$ cat config.mk
export PLATFORM = sky130hd
export DESIGN_NAME = ram_rw_mux
export DESIGN_NICKNAME = d
export VERILOG_FILES = /design/src/rtl/ram_rw_mux.sv
export SDC_FILE = /design/constraint.sdc
export NUM_CORES = 1
export LEC_CHECK = 0
export CAP_MARGIN = 20
export CORE_MARGIN = 3
export CORE_UTILIZATION = 42
export DETAILED_ROUTE_END_ITERATION = 12
export PLACE_DENSITY = 0.8
export SLEW_MARGIN = 20
export SYNTH_ARGS = -nofsm -noshare
export SYNTH_HDL_FRONTEND = slang
export SYNTH_SLANG_ARGS = --single-unit
$ cat constraint.sdc
create_clock -name clk_i -period 2 [get_ports clk_i]
set_input_delay 0.3 -clock clk_i [delete_from_list [all_inputs] [get_ports clk_i]]
set_output_delay 0.3 -clock clk_i [all_outputs]
set_load 0.05 [all_outputs]
$ cat src/rtl/ram_rw_mux.sv
// SPI command/data byte decoder that drives banked, byte-lane RAM writes and reads,
// keeps the CPU in reset or lets it run, and returns read bytes to the SPI side.
module ram_rw_mux #(
  parameter  int XLEN  = 32,
  parameter  int N_RAM = 2,
  parameter  int AW    = 16,
  localparam int BYTES = XLEN / 8,
  localparam int LB    = $clog2(BYTES),
  localparam int LBW   = (LB > 0) ? LB : 1,
  localparam int PW    = AW + LB
) (
  input  logic                    clk_i,
  input  logic                    rst_n_i,
  input  logic                    dc_i,
  input  logic                    spi_byte_vld_i,
  input  logic [7:0]              spi_byte_data_i,
  input  logic [N_RAM*XLEN-1:0]   ram_rd_data_i,
  output logic                    cpu_rst_n_o,
  output logic [N_RAM-1:0]        ram_sel_o,
  output logic                    ram_wr_en_o,
  output logic                    ram_rd_en_o,
  output logic [AW-1:0]           ram_addr_o,
  output logic [BYTES-1:0]        ram_wr_byte_en_o,
  output logic [XLEN-1:0]         ram_wr_data_o,
  output logic [7:0]              spi_tx_byte_o,
  output logic                    spi_byte_rdy_o,
  output logic [1:0]              dbg_state_o
);

  typedef enum logic [1:0] {S_IDLE, S_WR, S_RD, S_ADDR} mode_t;

  mode_t            r_mode, w_mode_nxt, r_ret;
  logic [3:0]       r_bank, r_bank1, r_bank2;
  logic             r_bank_vld, r_cpu_rst_n;
  logic [PW-1:0]    r_ptr;
  logic [1:0]       r_cnt;
  logic [31:0]      r_sh;
  logic             r_wr_en, r_rd_en;
  logic [AW-1:0]    r_addr;
  logic [BYTES-1:0] r_ben;
  logic [XLEN-1:0]  r_wdata;
  logic             r_v1, r_v2, r_rdy, r_rd1, r_rd2;
  logic [LBW-1:0]   r_lane1, r_lane2;
  logic [7:0]       r_tx;

  logic             w_cmd, w_dat, w_k_ok, w_is_wr, w_is_rd, w_is_rst, w_is_run, w_is_set;
  logic [LBW-1:0]   w_lane;
  logic [AW-1:0]    w_word;
  logic [31:0]      w_sh_nxt;
  logic [7:0]       w_rd_byte;

  assign w_cmd    = spi_byte_vld_i & ~dc_i;
  assign w_dat    = spi_byte_vld_i & dc_i;
  assign w_k_ok   = int'(spi_byte_data_i[3:0]) < N_RAM;
  assign w_is_wr  = (spi_byte_data_i[7:4] == 4'h4) && w_k_ok;
  assign w_is_rd  = (spi_byte_data_i[7:4] == 4'h5) && w_k_ok;
  assign w_is_rst = spi_byte_data_i == 8'h2a;
  assign w_is_run = spi_byte_data_i == 8'h2b;
  assign w_is_set = spi_byte_data_i == 8'h60;
  assign w_lane   = (LB > 0) ? r_ptr[LBW-1:0] : '0;
  assign w_word   = AW'(r_ptr >> LB);
  assign w_sh_nxt = {spi_byte_data_i, r_sh[31:8]};
  // Read lane and bank come from the pipelined request, not the live mode state.
  assign w_rd_byte = ram_rd_data_i[int'(r_bank2)*XLEN + int'(r_lane2)*8 +: 8];

  always_ff @(posedge clk_i or negedge rst_n_i) begin
    if (!rst_n_i) r_mode <= S_IDLE;
    else          r_mode <= w_mode_nxt;
  end

  always_comb begin
    w_mode_nxt = r_mode;
    if (w_cmd) begin
      if (w_is_wr)       w_mode_nxt = S_WR;
      else if (w_is_rd)  w_mode_nxt = S_RD;
      else if (w_is_set) w_mode_nxt = S_ADDR;
      else               w_mode_nxt = S_IDLE;
    end else if (w_dat && r_mode == S_ADDR && r_cnt == 2'd3) begin
      w_mode_nxt = r_ret;
    end
  end

  always_ff @(posedge clk_i or negedge rst_n_i) begin
    if (!rst_n_i) begin
      r_ret <= S_IDLE;       r_bank <= '0;     r_bank_vld <= 1'b0;
      r_cpu_rst_n <= 1'b0;   r_ptr <= '0;      r_cnt <= '0;
      r_sh <= '0;            r_wr_en <= 1'b0;  r_rd_en <= 1'b0;
      r_addr <= '0;          r_ben <= '0;      r_wdata <= '0;
      r_v1 <= 1'b0;          r_v2 <= 1'b0;     r_rdy <= 1'b0;
      r_rd1 <= 1'b0;         r_rd2 <= 1'b0;    r_lane1 <= '0;
      r_lane2 <= '0;         r_bank1 <= '0;    r_bank2 <= '0;
      r_tx <= '0;
    end else begin
      r_wr_en <= 1'b0;
      r_rd_en <= 1'b0;
      r_ben   <= '0;
      r_rd1   <= 1'b0;
      r_v1    <= spi_byte_vld_i;
      r_v2    <= r_v1;
      r_rdy   <= r_v2;
      r_rd2   <= r_rd1;
      r_lane2 <= r_lane1;
      r_bank2 <= r_bank1;
      if (r_rd2) r_tx <= w_rd_byte;
      if (w_cmd) begin
        r_cpu_rst_n <= w_is_run;
        if (w_is_rst || w_is_run) begin
          r_ptr      <= '0;
          r_bank_vld <= 1'b0;
        end else if (w_is_wr || w_is_rd) begin
          r_bank     <= spi_byte_data_i[3:0];
          r_bank_vld <= 1'b1;
        end else if (w_is_set) begin
          r_cnt <= '0;
          if (r_mode != S_ADDR) r_ret <= r_mode;
        end else begin
          r_bank_vld <= 1'b0;
        end
      end else if (w_dat) begin
        case (r_mode)
          S_WR: begin
            r_wr_en <= 1'b1;
            r_addr  <= w_word;
            r_ben   <= BYTES'(1) << w_lane;
            r_wdata <= {BYTES{spi_byte_data_i}};
            r_ptr   <= r_ptr + PW'(1);
          end
          S_RD: begin
            r_rd_en <= 1'b1;
            r_addr  <= w_word;
            r_rd1   <= 1'b1;
            r_lane1 <= w_lane;
            r_bank1 <= r_bank;
            r_ptr   <= r_ptr + PW'(1);
          end
          S_ADDR: begin
            r_sh  <= w_sh_nxt;
            r_cnt <= r_cnt + 2'd1;
            if (r_cnt == 2'd3) r_ptr <= w_sh_nxt[PW-1:0];
          end
          default: ;
        endcase
      end
    end
  end

  assign cpu_rst_n_o      = r_cpu_rst_n;
  assign ram_sel_o        = r_bank_vld ? (N_RAM'(1) << r_bank) : '0;
  assign ram_wr_en_o      = r_wr_en;
  assign ram_rd_en_o      = r_rd_en;
  assign ram_addr_o       = r_addr;
  assign ram_wr_byte_en_o = r_ben;
  assign ram_wr_data_o    = r_wdata;
  assign spi_tx_byte_o    = r_tx;
  assign spi_byte_rdy_o   = r_rdy;
  assign dbg_state_o      = r_mode;

endmodule

; ---- Yosys cells after proc, flatten, opt, wreduce, memory -nomap -nowiden
; Cells that the tools add are included.
; Widths: inputs -> output; s select.
[totals]
reg_bits = 140
inputBits = 76
output_inout_bits = 68
wordCells = 100
[op_classes]
add_sub_neg = 3
order_cmp = 1
n_eq_ne = 16
shift = 3
muxes = 29
bitwise = 6
n_reduce_logical = 20
[op_table]
columns = cell, count
row1 = $mux 18, 4
row2 = $shiftx 64x11->8, 1
row3 = $pmux 18 s2, 1
row4 = $mux 2, 12
row5 = $add 18x1->18 const B, 1
row6 = $eq 8x6->1 const B, 2
row7 = $reduce_and 3->1, 5
row8 = $mux 4, 3
row9 = $add 9x5->10, 1
row10 = $reduce_and 5->1, 2
row11 = $mux 1, 9
row12 = $eq 4x3->1 const B, 2
row13 = $eq 8x7->1 const B, 1
row14 = $eq 2x2->1 const B, 3
row15 = $ne 2x2->1 const B, 3
row16 = $reduce_bool 2->1, 3
row17 = $logic_and 1x1->1, 4
row18 = $lt 4x2->1 const B, 1
row19 = $ne 2x1->1 const B, 2
row20 = $not 1->1, 4
row21 = $reduce_and 4->1, 1
row22 = $shl 1x2->4 const A, 1
row23 = $shl 1x4->2 const A, 1
row24 = $ne 3x1->1 const B, 1
row25 = 8 further kinds, 10

; ---- Logic depth before layout (Yosys ltp)
[depth]
ltp_word = 6
depth_mapped = 8
depth_no_buf = 7

; ---- Worst setup path before layout
; OpenSTA, ideal clock, no wires.
[synth_timing]
path_type = register -> output
startpoint = reg r_bank[3]
endpoint = out ram_sel_o[1]
arrival_time_ps = 2112
required_ps = 1700
setup_slack_ps = -412
path_stages_with_launch = 3
path_buffers = 0
path_cell_list = dfrtp_1 -> nand2b_1 -> nor4b_1
[synth_via]
elab_chain_cells = 2
[synth_rtl]
columns = item, line_no
row1 = "start, declared", 33  ; logic [3:0] r_bank, r_bank1, r_bank2;
row2 = "start signal, assigned", 111  ; r_bank <= spi_byte_data_i[3:0];
row3 = $shl 1x4->2, 148  ; assign ram_sel_o = r_bank_vld ? (N_RAM'(1) << r_bank) : '0;
row4 = $mux 2, 148
row5 = "end, declared", 19  ; output logic [N_RAM-1:0] ram_sel_o,
; No other way between the ends.

; ---- Worst setup path in the final report
[layout_timing]
startpoint = in spi_byte_data_i[2]
endpoint = reg r_ret[0]
[layout_via]
elab_chain_cells = 5
elab_cells_between_ends = 11
classes_between = order compare (1) / eq/ne (3) / bitwise (2) / reduce/logical (5)
[layout_rtl]
columns = item, line_no
row1 = "start, declared", 16  ; input logic [7:0] spi_byte_data_i,
row2 = $lt 4x2->1, 54  ; assign w_k_ok = int'(spi_byte_data_i[3:0]) < N_RAM;
row3 = "$logic_and 1x1->1, on equally long branches", "55, 56"
row4 = $logic_or 1x1->1, 110  ; end else if (w_is_wr || w_is_rd) begin
row5 = $not 1->1 (no line), n/a
row6 = $reduce_and 5->1 (no line) (*), n/a
row7 = "end signal, assigned", 115  ; if (r_mode != S_ADDR) r_ret <= r_mode;
row8 = "end, declared", 32  ; mode_t r_mode, w_mode_nxt, r_ret;
; Mark *: on every way between the ends. The rest lies on a longest branch, timed or not.
; A chain may end at the register's enable or synchronous reset.

==> key figures <==
Outcome
  – Outcome: complete, no violations

STA
  – Final setup viols: 0
  – Minimum clock period: 1.98 ns
  – F_max: 0.505 GHz
  – Fin. max-slew vios: 0
  – Final Hold Fails: 0
  – Tcrit/Tclk final: 0.990
  – Rel. slew slack: 0.634
  – Final setup skew: 0.00816 ns
  – Setup TNS: 0 ns
  – Worst-margin pin slew: 0.547 ns

Synthesis
  – Post-Synthesis Cells: 438
  – Unique masters post-synth: 47
  – Share of the synthesized area in the top cell type: 0.513
  – Mapped Avg Cell Area: 11.8 um^2
  – FF+latch count, synth: 106
  – Post-synthesis sequential area ratio: 0.513
  – Post-Syn Area: 5170 um^2
  – YS warnings: 0
  – Syn nets: 522
  – Top post-synthesis cells by count: dfrtp_1, mux2_2, nand2_1
  – Most frequent cell after synthesis: dfrtp_1
  – Fraction of registers with async set/reset: 1.00
  – Synth area leaders: dfrtp_1, mux2_2, mux4_2
  – Cell taking the most area after synthesis: dfrtp_1
  – Post-synth EDFFs: 0
  – Post-synth top flop: dfrtp_1

Pwr
  – Power Density: 852 nW/um^2
  – Gate power share: 0.317
  – Clock power share: 0.271
  – Leakage power: 0.00318 uW
  – Internal power: 4070 uW
  – P_sw: 2050 uW
  – Switching Share: 0.335
  – Total chip power: 6130 uW
  – Peak supply drop: 0.533 mV
  – Sequential power share: 0.412

Worst setup path
  – WP data arrival: 2.20 ns
  – Crit-path max FO: 4
  – Worst path required time: 2.22 ns
  – CP Launch Type: input pin
  – Setup CP Type: in2reg
  – Crit. End Element: register
  – Reg2Reg Depth: 9
  – Crit Reg-Reg Startpoint: dbg_state_o[1]
  – FF-to-FF End: r_ptr[16]
  – Register-to-register setup slack: 0.15 ns

Placement
  – Placed cell area: 6890 um^2
  – Port-buffer cells: 143
  – Hpwl dp: 10300 um
  – Placed cells: 718
  – Placer congestion estimate: 0.848

Min path
  – Worst hold path class: reg2reg
  – Hold endpoint: spi_byte_rdy_o
  – Hold Path Stages: 0
  – Worst hold path startpoint: r_v2

Layout
  – # diodes: 0
  – Post-route insts no fill: 734
  – Layout cell share with drive strength beyond 1: 0.235
  – Finished Cell Area: 7190 um^2
  – Area Overhead vs Synth: 39.1%
  – # nets final: 671
  – Util after Layout: 0.614

CTS
  – CTS Sinks: 106
  – H-tree Lvls: 3
  – Clk_lat worst skew: 0.34 ns
  – CTS Buf Count: 9
  – CTS tree: yes
  – Worst-path clk slew: 0.08 ns
  – Post-CTS Setup Inserts: 0
  – Max Buffers Root-to-Sink: 2
  – CTS root buf: clkbuf_16

Die
  – I/O pins: 144
  – Starting density of the core: 0.441
  – Die width: 117 um
  – Die Footprint: 13700 um^2
  – DIE HEIGHT: 117 um
  – Placeable Area: 11700 um^2
  – FP Rows: 39

Flow run
  – Max_cap viols: 0

GRT
  – Global router's overall resource usage: 0.202
  – Initial antenna violation count: 0
  – Total grt overflow: 0
  – First-pass GRT wire length: 21500 um
  – Pin count of the biggest net entering global routing: 45
  – Vias in the first global route: 4118

Route
  – Routed WL per cell: 18.4 um
  – Met2 wire len: 6860 um
  – Uppermost routed layer: met4
  – Vias/cell: 5.56
  – Detailed Route WL: 13500 um
  – DRC errors left: 0
  – Drt pass-1 iters: 5
  – Antenna-violating nets left: 0
  – Met3 wire len: 763 um
  – M1 WL: 5680 um
  – Drt initial violations: 361
  – Vias post-DR: 4083
==> worst max-delay path by stage <==
stage,from,end,slack (ns),cells past startpoint
finish,spi_byte_data_i[2],r_ret[0],0.02,6
global route,spi_byte_data_i[2],r_ret[1],-0.02,6
CTS,ram_wr_data_o[23],ram_wr_data_o[31],0.05,1
detailed placement,spi_byte_data_i[2],r_ret[0],-0.28,6
global placement,spi_byte_data_i[2],r_ret[0],-0.26,6
floorplan,dbg_state_o[0],r_ptr[9],0.02,7
==> layout make-up <==
class	count	area [um^2]
fillers	924	4520
flip-flops and latches	106	2660
multi-input cells	268	2190
repair buffers	185	1820
clock buffers	9	225
well taps	143	179
inverters	17	63.8
clock inverters	6	52.6
==> registers in the layout (all words and copies together) (netlist names), 2 cells and up <==
| signal | cells |
|---|---|
| r_bank2 | 3 |
| spi_tx_byte_o | 8 |
| r_sh | 24 |
| r_lane2 | 2 |
| ram_wr_byte_en_o | 4 |
| r_cnt | 2 |
| r_ret | 2 |
| ram_addr_o | 16 |
| r_ptr | 18 |
| r_lane1 | 2 |
| ram_wr_data_o | 8 |
| r_bank1 | 3 |
| dbg_state_o | 2 |
| r_bank | 4 |
==> critical path, cell delays in order <==
cell and delay (ns):
clkdlybuf4s50_1 0.48, nor4_1 0.35, nand2_1 0.12, or4_4 0.51
nor2_4 0.11, mux2_1 0.33
==> routing by layer <==
metal	global-route usage	vias to the layer above
met3	0.0365	14
met1	0.279	2029
met4	0.0635	0
li1	-	1870
met5	0	-
met2	0.325	170
==> timing repair <==
| item | CTS | global route |
|---|---|---|
| hold endpoints to repair | 27 | 0 |
| resized for setup | 0 | 4 |
| endpoints found under the setup margin | 0 | 8 |
| hold buffers | 1 | 0 |
==> power groups by stage <==
stage	clock network (uW)	logic, uW	registers (uW)
floorplan	0	869	2900
global placement	0	1890	2550
detailed placement	0	1940	2570
CTS	1700	1950	2520
global route	1790	2070	2550
finish	1660	1940	2520
==> cell families after synthesis <==
kind of cell	Yosys count	synth area share
AOI/OAI and AO/OA	68	0.0787
adders and majority gates	8	0.0194
buffers and inverters	64	0.0675
DFF	106	0.513
muxes	79	0.205
and+or+nand+nor	113	0.117
==> layout by cell type, fill, tap and decap left out, types with 3 or more instances in the layout <==
| cell | count |
|---|---|
| ha_1 | 8 |
| nand2b_1 | 5 |
| and2_1 | 9 |
| nor2b_1 | 3 |
| mux4_2 | 16 |
| clkdlybuf4s50_1 | 138 |
| nand3_1 | 20 |
| nand4_1 | 5 |
| mux2_2 | 51 |
| a21oi_1 | 16 |
| o22ai_1 | 10 |
| nor3_1 | 5 |
| buf_12 | 7 |
| nor2_1 | 16 |
| buf_4 | 39 |
| clkbuf_16 | 9 |
| and3_1 | 5 |
| a22oi_1 | 3 |
| inv_1 | 17 |
| dfrtp_1 | 104 |
| mux2i_1 | 10 |
| nand2_1 | 29 |
| o21ai_0 | 22 |
==> per-stage QoR <==
stage | hold WS, ns | setup WS, ns
after floorplan | 0.00441 | 0.0221
after global placement | 0.247 | -0.257
after detailed placement | 0.247 | -0.283
after CTS | 0.361 | 0.0459
after global routing | 0.371 | -0.0156
final | 0.358 | 0.0201
Power figures use the tool's default switching activity.
==> variant: new RTL, same flow settings <==
Put one more register stage on the output `dbg_state_o`, with the module's reset. The value now appears one clock later. The other outputs are not delayed to match.
--- a/src/rtl/ram_rw_mux.sv
+++ b/src/rtl/ram_rw_mux.sv
@@ -155,3 +155,9 @@
   assign spi_byte_rdy_o   = r_rdy;
-  assign dbg_state_o      = r_mode;
+  always_ff @(posedge clk_i or negedge rst_n_i) begin
+    if (!rst_n_i) begin
+      dbg_state_o <= '0;
+    end else begin
+      dbg_state_o <= r_mode;
+    end
+  end
 
Behaviour: not the same (Yosys sat finds a counterexample within 4 cycles, from zero or initial values and one cycle with rst_n_i low).
==> variant against the original RTL <==
The flow now finishes with violations (negative hold slack). Wire length up 1.9%. Power grew 16%. Synthesized area rose by 2.4%. Die area up 2.3%. Cell area is 1.9% higher. Sequential cell count grew 2. Worst setup slack better by 0.070 ns. Final cell count rose by 6.0%. Utilization shrank 1.1 points. Critical path type is now flop to output pin. Critical endpoint is now ram_wr_data_o[17]. Largest power group unchanged.
==> variant: results (changes against the original RTL) <==
n_diodes=0 (unchanged); vias in the first global route=4236 (was 4118); largest register by flop count=r_sh (unchanged); Peak VDD IR=0.4951 mV (was 0.5334 mV); ys async rst share=100.0% (unchanged); Nets=689 (was 671); Fill cells=959 (was 924); DRT Pass-1 Iters=6 (was 5); top cell family by delay on the critical path=buffers and inverters (was simple AND/OR/NAND/NOR gates); Core Region=12160 um2 (was 11710 um2); final setup fails=0 (unchanged); worst min-delay path class=input port to asynchronous set/reset pin (was flop to flop); Hold Fails Final Rpt=3 (was 0); clk_lat worst skew=0.35 ns; P_leak=3.180 nW (was 3.176 nW); Tot GR Track Use=19.94% (was 20.16%); initial antenna violation count=0 (unchanged); Ys Warns=0 (unchanged); H-tree depth reported by CTS=3 (unchanged); failing checks=negative hold slack; Least-Margin Pin Slew=0.5863 ns (was 0.5475 ns); Slowest cell on crit path=clkdlybuf4s50_1 (was or4_4); register area share after synthesis=51.04% (was 51.31%); hold buffers post-CTS=0 (was 1); skew final=0.007884 ns (was 0.008163 ns); fin cells=778 (was 734); largest net degree at the start of global routing=109 (was 45); Largest register FFs=24 (unchanged); routability cong.=0.8219 (was 0.8484); CP arrival=1.61 ns (was 2.20 ns); Syn Inst Count=461 (was 438); Port Buf Inserts=143 (unchanged); Synth cell types=55 (was 47); layout cell share with drive strength beyond 1=21.15% (was 23.52%); crit path max fanout=5 (was 4); Clock Root Buffer=clkbuf_16 (unchanged); Placed Cells incl. Taps=762 (was 718); Mapped Nets=545 (was 522); Post-Place Cell Area=6997 um2 (was 6893 um2); Routed WL=13730 um (was 13470 um); Clk pin slew, worst setup/hold paths=0.07 ns; post-cts resize count=0 (unchanged); Post-synth top flop=dfrtp_1 (unchanged); largest cells by area after synthesis=dfrtp_1 (51%), mux2_2 (9.4%), mux4_2 (6.8%), buf_4 (3.7%), nand2_1 (3.3%) (was dfrtp_1 (51%), mux2_2 (11%), mux4_2 (7.0%), buf_4 (3.6%), o21ai_0 (2.3%)); status=complete, but fails checks (was finished clean); Final HPWL DP=10060 um (was 10260 um); Clock Tree Buf Depth=2 (unchanged); final hold slack=-0.004476 ns (was 0.3580 ns); synth cell count leaders=dfrtp_1 (108), nand2_1 (46), mux2_2 (44), o21ai_0 (27), buf_4 (26) (was dfrtp_1 (106), mux2_2 (51), nand2_1 (29), buf_4 (25), o21ai_0 (24)); number of CTS-inserted buffers=9 (unchanged); post-detailed-route via-to-cell ratio=5.387 (was 5.563); Largest stage delay, worst path=0.83 ns (was 0.51 ns); postcts setup bufs=0 (unchanged); initial DRC count=289 (was 361); global-route wire length before repair=22270 um (was 21510 um)
==> variant: layer usage <==
metal	GRT usage (%)	routed length, um
met1	26.17	5804
met2	32.44	6635
met3	5.024	975
met4	6.593	314
met5	0	0
==> variant: through the flow <==
stage	worst slack (ns)	hold slack, ns
3_3_place_gp	-0.1330	0.3362
5_1_grt	-0.0002276	0.07266
6_report	0.09028	-0.004476
3_5_place_dp	-0.1871	0.3362
4_1_cts	0.06950	0.04438
2_1_floorplan	0.1929	0.004409
==> variant: worst paths after layout <==
path | end | slack, ns | cells past startpoint | startpoint
max reg2reg | r_ptr[14] | 0.11 | 6 | r_mode[0]
max in group asynchronous | r_ptr[12] | 1.55 | 2 | rst_n_i
min | r_sh[30] | -0.004 | 2 | rst_n_i
min in group clk_i | spi_byte_rdy_o | 0.35 | 0 | r_v2
min reg2reg | spi_byte_rdy_o | 0.35 | 0 | r_v2
max | ram_wr_data_o[17] | 0.09 | 1 | ram_wr_data_o[25]
==> variant: cell families after synthesis <==
group / Yosys count / synth area share, %
compound gates: 75 / 8.601
fa+ha+maj: 8 / 1.890
buf+inv: 69 / 7.562
flops: 108 / 51.04
mux: 68 / 17.68
simple gates: 133 / 13.23
==> variant: power breakdown <==
| part | switching (mW) | internal (mW) |
|---|---|---|
| registers | 0.214 | 2.45 |
| logic | 1.48 | 1.06 |
| clock network | 0.797 | 1.14 |
==> variant: cell type report <==
cell class,count,area (um2),area share (%)
multi-input combinational,284,2205,30.09
inverter,20,75.07,1.025
clock inverter,5,83.83,1.144
timing repair buffer,182,1808,24.68
clock buffer,11,242.7,3.313
tap,168,210.2,2.869
sequential,108,2703,36.89
